**src/rtl/button_conditioner.sv**
```systemverilog
// Push-button front end: per channel a 2-flop synchroniser, a debounce/auto-repeat
// FSM, and Moore-decoded level (DPBs), press strobe (SCENs) and repeat strobe (MCENs).
module button_conditioner #(
  parameter int N_BTN           = 4,
  parameter int DEBOUNCE_CYCLES = 1000000,
  parameter int REPEAT_DELAY    = 50000000,
  parameter int REPEAT_PERIOD   = 10000000
) (
  input  logic             clk,
  input  logic             reset,
  input  logic [N_BTN-1:0] PBs,
  output logic [N_BTN-1:0] DPBs,
  output logic [N_BTN-1:0] SCENs,
  output logic [N_BTN-1:0] MCENs
);

  localparam int MAX_AB  = (DEBOUNCE_CYCLES > REPEAT_DELAY) ? DEBOUNCE_CYCLES : REPEAT_DELAY;
  localparam int MAX_CNT = (MAX_AB > REPEAT_PERIOD) ? MAX_AB : REPEAT_PERIOD;
  localparam int CW      = $clog2(MAX_CNT + 1);

  typedef logic [CW-1:0] cnt_t;

  localparam cnt_t DEB_LAST = cnt_t'(DEBOUNCE_CYCLES - 1);
  localparam cnt_t RD_LAST  = cnt_t'(REPEAT_DELAY - 1);
  localparam cnt_t RP_LAST  = cnt_t'(REPEAT_PERIOD - 1);

  typedef enum logic [2:0] {
    IDLE,
    WAIT_PRESS,
    FIRE,
    HOLD,
    RPULSE,
    REPEAT,
    WAIT_RELEASE
  } state_t;

  logic [N_BTN-1:0] sync_q1;
  logic [N_BTN-1:0] pb_s;

  // NOTE: sequential state uses non-blocking assignments so every flop samples
  // pre-edge values; blocking here would collapse the two synchroniser stages.
  always_ff @(posedge clk) begin
    if (reset) begin
      sync_q1 <= '0;
      pb_s    <= '0;
    end else begin
      sync_q1 <= PBs;
      pb_s    <= sync_q1;
    end
  end

  for (genvar i = 0; i < N_BTN; i++) begin : g_chan
    state_t state, state_nxt;
    cnt_t   cnt, cnt_nxt;

    always_ff @(posedge clk) begin
      if (reset) begin
        state <= IDLE;
        cnt   <= '0;
      end else begin
        state <= state_nxt;
        cnt   <= cnt_nxt;
      end
    end

    // NOTE: defaults first so no path through the case leaves a signal unassigned
    // (which would infer a latch).
    always_comb begin
      state_nxt = state;
      cnt_nxt   = cnt;
      case (state)
        IDLE: begin
          if (pb_s[i]) state_nxt = WAIT_PRESS;
        end
        WAIT_PRESS: begin
          if (!pb_s[i])            state_nxt = IDLE;
          else if (cnt == DEB_LAST) state_nxt = FIRE;
          else                      cnt_nxt   = cnt + cnt_t'(1);
        end
        FIRE: state_nxt = HOLD;
        HOLD: begin
          if (!pb_s[i])            state_nxt = WAIT_RELEASE;
          else if (cnt == RD_LAST) state_nxt = RPULSE;
          else                     cnt_nxt   = cnt + cnt_t'(1);
        end
        RPULSE: state_nxt = pb_s[i] ? REPEAT : WAIT_RELEASE;
        REPEAT: begin
          if (!pb_s[i])            state_nxt = WAIT_RELEASE;
          else if (cnt == RP_LAST) state_nxt = RPULSE;
          else                     cnt_nxt   = cnt + cnt_t'(1);
        end
        WAIT_RELEASE: begin
          // A release bounce restarts the stable-low count without leaving the state.
          if (pb_s[i])              cnt_nxt   = '0;
          else if (cnt == DEB_LAST) state_nxt = IDLE;
          else                      cnt_nxt   = cnt + cnt_t'(1);
        end
        default: state_nxt = IDLE;
      endcase
      if (state_nxt != state) cnt_nxt = '0;
    end

    assign DPBs[i]  = (state != IDLE) && (state != WAIT_PRESS);
    assign SCENs[i] = (state == FIRE);
    assign MCENs[i] = (state == FIRE) || (state == RPULSE);
  end

endmodule

```
**config.mk**
```make
export PLATFORM = sky130hd
export DESIGN_NAME = button_conditioner
export DESIGN_NICKNAME = d
export VERILOG_FILES = /design/src/rtl/button_conditioner.sv
export SDC_FILE = /design/constraint.sdc
export NUM_CORES = 1
export LEC_CHECK = 0
export CAP_MARGIN = 5
export CORE_ASPECT_RATIO = 1.25
export CORE_MARGIN = 2
export CORE_UTILIZATION = 30
export DETAILED_ROUTE_END_ITERATION = 10
export SLEW_MARGIN = 0
export SYNTH_ARGS = -nofsm -noshare
export SYNTH_HDL_FRONTEND = slang
export SYNTH_SLANG_ARGS = --single-unit
```
**constraint.sdc**
```tcl
create_clock -name clk -period 2.3 [get_ports clk]
set_input_delay 0.23 -clock clk [delete_from_list [all_inputs] [get_ports clk]]
set_output_delay 0.23 -clock clk [all_outputs]
set_load 0.005 [all_outputs]
```
==> run summary <==
The run finished, with violations left. The final reports fail on negative setup slack. In this run the standard cell core region covers 0.0259 sq mm. The share of cells above drive strength 1 works out to 22.2%. The most instantiated library cell after synthesis was sky130_fd_sc_hd__dfxtp_1.

For the first-iteration detailed-routing DRC count, the log shows 760. The tools report the detailed-routed wire length on met2 as 11.7 mm. The tool flagged a number of max-cap violations equal to 0.

Summed over its instances, the top area cell type makes up 31.4% of the synthesized netlist area. The synthesized flop and latch total was 124; the total via count in the routed design was 8,627. The width of the chip was 149 microns. The run gives 0.00524 sq mm as the multi-input logic area. The count of buffers inserted at the top-level ports was 17; the CTS buffer count was 17. The residual overflow from global routing came out at 0.

The finished layout holds 1,507 standard cells, fillers aside. The endpoint type of the worst setup path is a flip-flop. The initial core utilization is 30.5%. The detailed router used layers up to and including met4. The sequential-to-total area share from yosys stat is 31.4%, and the aggregate routed wire length is 23.8 mm. Summed over all nets, wire length on met3 after detailed routing comes to 1.04 mm. The TritonCTS sink count came out at 124. The count of unique library cells instantiated by Yosys was 81. Among all flip-flop cells after synthesis, the most frequent one is sky130_fd_sc_hd__dfxtp_1. The share of the cycle needed by the critical path after routing is 105%. Entering global routing, the biggest net connects 32 pins. From bottom edge to top edge, the die measures 185 microns. The floorplan step defined a die boundary enclosing 0.0277 sq mm. The final max-slew violation count is 0, and the clock latency on the worst-skew pair is 0.42 ns. The first detailed-routing pass took 5 iterations. Summing internal, switching and leakage power gives 5.34 mW. The number of global-route vias before repair was 8,110; the biggest fanout along the worst timing path was 26. The total number of nets in the final design is 1,164. For the final cell utilization of the core, the log shows 39.5%.

The count of mapped cells out of synthesis was 1,027; the wire length on met1 was 10.4 mm. The congestion estimate from routability-driven global placement came to 0.898. The number of buffers between clock root and the deepest sink came out at 2.

The filler cells instantiated in the layout total 2,676. Power spread over the standard cell area amounts to 521 mW/mm^2. The logs give 39.5 mm for the global-route wire length before repair and -0.108 ns for the minimum setup slack in the final design. The actual transition at the worst max-transition pin works out to 0.658 ns. The logs give 0.00249 sq mm for the area taken by flip-flops and latches and 0.0134 ns for the final setup skew. The clock-pin slew on the worst setup and hold paths came out at 0.06 ns. After synthesis, the mean cell area works out to 7.69 sq um. The number of antenna violations at the first check in global routing was 0; the Yosys warning count was 0. The run gives 0.472 mV as the peak ir drop on the vdd network.

In this run, synthesis inferred 0 flip-flops with an integrated enable. The count of endpoints failing setup in the final report is 27. After clock tree synthesis, the flow added hold-fix buffers numbering 0. TritonCTS built the clock tree. Dividing the detail-routed via count by the number of cells gives 5.72.

The worst-case register-to-register setup slack was -0.11 ns; the fraction of registers with async set or reset after synthesis was 0%. The initialized floorplan defines 66 standard-cell rows. Time the final worst path needs with I/O delays and setup: 2.41 ns.

Classification of the worst-slack hold path: in -> reg. The tools report the library cell used as clock root buffer as sky130_fd_sc_hd__clkbuf_16. Setup repair after global routing could not meet its margin everywhere. During I/O placement, the number of pins put on the boundary was 18. For the synthesized netlist net count, the log shows 1,037. The worst setup path is of the reg -> reg kind. In the synthesized netlist, the cells that appear most often are 124 x sky130_fd_sc_hd__dfxtp_1, 96 x sky130_fd_sc_hd__a21oi_1, 81 x sky130_fd_sc_hd__nor2_1.

Summed over all cells, the static leakage comes to 3.36 nW. The detailed placement HPWL is 16.7 mm. At the worst endpoint, the required time is 2.60 ns. The biggest area contributor in the post-synthesis netlist is sky130_fd_sc_hd__dfxtp_1.

The average wire per cell in the routed design came out at 15.8 microns. At the placement stage, the worst setup path has a slack of -0.101 ns. The detail route stage leaves a number of antenna-violating nets equal to 0.

The global-route usage over all layers is 17.3%, and the maximum clock rate is 415 MHz. The clock tree synthesis step divided the H-tree into 4 levels. The area growth from synthesis to final layout came out at 29.6%.

STA classifies the critical path startpoint as a flip-flop. Final count of hold timing violations: 0. The worst pin sits at a relative slew slack of 55.9%. After synthesis, the cell types taking the most area are sky130_fd_sc_hd__dfxtp_1 31%, sky130_fd_sc_hd__a21oi_1 6.1%, sky130_fd_sc_hd__o21ai_0 4.7%, sky130_fd_sc_hd__nor2_1 3.8%, sky130_fd_sc_hd__nand3_1 3.6%. The synthesized netlist occupies a cell area of 0.00790 sq mm. The logs give 0 for the count of unresolved DRC violations after routing and 1,469 for the post-placement cell count. The repair_antennas step left the layout with diodes totalling 0. At the worst endpoint, the arrival time is 2.71 ns.
==> worst max-delay path, cell delays in order (launching register included) <==
cell                       delay, ns
sky130_fd_sc_hd__dfxtp_1        0.31
sky130_fd_sc_hd__or4_4          0.56
sky130_fd_sc_hd__or4_4          0.46
sky130_fd_sc_hd__buf_6          0.14
sky130_fd_sc_hd__nor3_4         0.12
sky130_fd_sc_hd__nor3_2         0.09
sky130_fd_sc_hd__o311ai_4       0.31
sky130_fd_sc_hd__buf_12         0.23
sky130_fd_sc_hd__a31oi_1        0.06
==> power breakdown <==
group / internal, mW / switching [mW] / total, mW
clock: 1.82 / 1.01 / 2.83
combinational: 0.135 / 0.176 / 0.310
sequential: 2.17 / 0.0274 / 2.19
==> timing repair <==
| item | 4_1_cts | 5_1_grt |
|---|---|---|
| setup buffers | 1 | 5 |
| pin swaps | 3 | 8 |
| cloned | 0 | 0 |
| gates resized for setup | 4 | 37 |
| setup endpoints to repair | 30 | 103 |
==> cell type report <==
class	instances	share of cell area [%]
clock buffers	23	4.76
clock inverters	9	1.31
inverters	15	0.550
multi-input cells	825	51.2
flip-flops and latches	124	24.3
well taps	340	4.15
repair buffers	171	13.8
==> cells by family after synthesis <==
kind of cell	count (synthesis)	share of synthesized area, %
flip-flops	124	31.4
adder cells (fa/ha/maj)	4	0.633
AO/OA/AOI/OAI	289	22.9
multiplexers	2	0.269
buffers and inverters	78	4.40
XOR/XNOR	20	2.22
AND/OR/NAND/NOR	510	38.2
==> cell usage in the layout (no fill, tap or decap), types with 13 or more instances in the layout <==
cell	n
sky130_fd_sc_hd__buf_4	146
sky130_fd_sc_hd__dfxtp_1	117
sky130_fd_sc_hd__a21oi_1	89
sky130_fd_sc_hd__nor2_1	79
sky130_fd_sc_hd__nand2_1	75
sky130_fd_sc_hd__o21ai_0	74
sky130_fd_sc_hd__nand3_1	57
sky130_fd_sc_hd__nand4_1	40
sky130_fd_sc_hd__nor3_1	39
sky130_fd_sc_hd__or4_1	26
sky130_fd_sc_hd__a31oi_1	23
sky130_fd_sc_hd__and4_1	22
sky130_fd_sc_hd__and2_1	17
sky130_fd_sc_hd__clkbuf_16	17
sky130_fd_sc_hd__clkdlybuf4s50_1	17
sky130_fd_sc_hd__or3_1	16
sky130_fd_sc_hd__a311oi_1	15
sky130_fd_sc_hd__inv_1	14
sky130_fd_sc_hd__and3_1	14
sky130_fd_sc_hd__a211oi_1	13
==> sequential cells by signal, summed over array words and instances (netlist names) <==
signal        flops
sync_q1           4
g_chan.cnt      104
pb_s              4
g_chan.state     12
==> path summary, 6_finish.rpt <==
check,depth (start not counted),to,start
max reg2reg,8,g_chan[3].cnt[3]$_SDFFE_PP0P_,g_chan[3].cnt[25]$_SDFFE_PP0P_
max,8,g_chan[3].cnt[3]$_SDFFE_PP0P_,g_chan[3].cnt[25]$_SDFFE_PP0P_
min,2,sync_q1[3]$_SDFF_PP0_,PBs[3]
min reg2reg,1,pb_s[3]$_SDFF_PP0_,sync_q1[3]$_SDFF_PP0_
==> metal layers <==
layer / GRT usage, % / up-vias
met3: 3.20 / 50
met1: 21.2 / 4100
li1: - / 4225
met4: 6.86 / 0
met5: 0 / -
met2: 29.9 / 252
==> stage by stage <==
stage	TNS [ns]	instance area, sq um	hold slack, ns
after floorplan	-0.428	7930	0.358
after global placement	-1.78	9420	0.417
after detailed placement	-2.34	9420	0.426
after CTS	-2.29	10100	0.345
after global routing	-4.80	10200	0.359
final	-2.57	10200	0.361
Note: power is estimated with default switching activity, not from simulation.
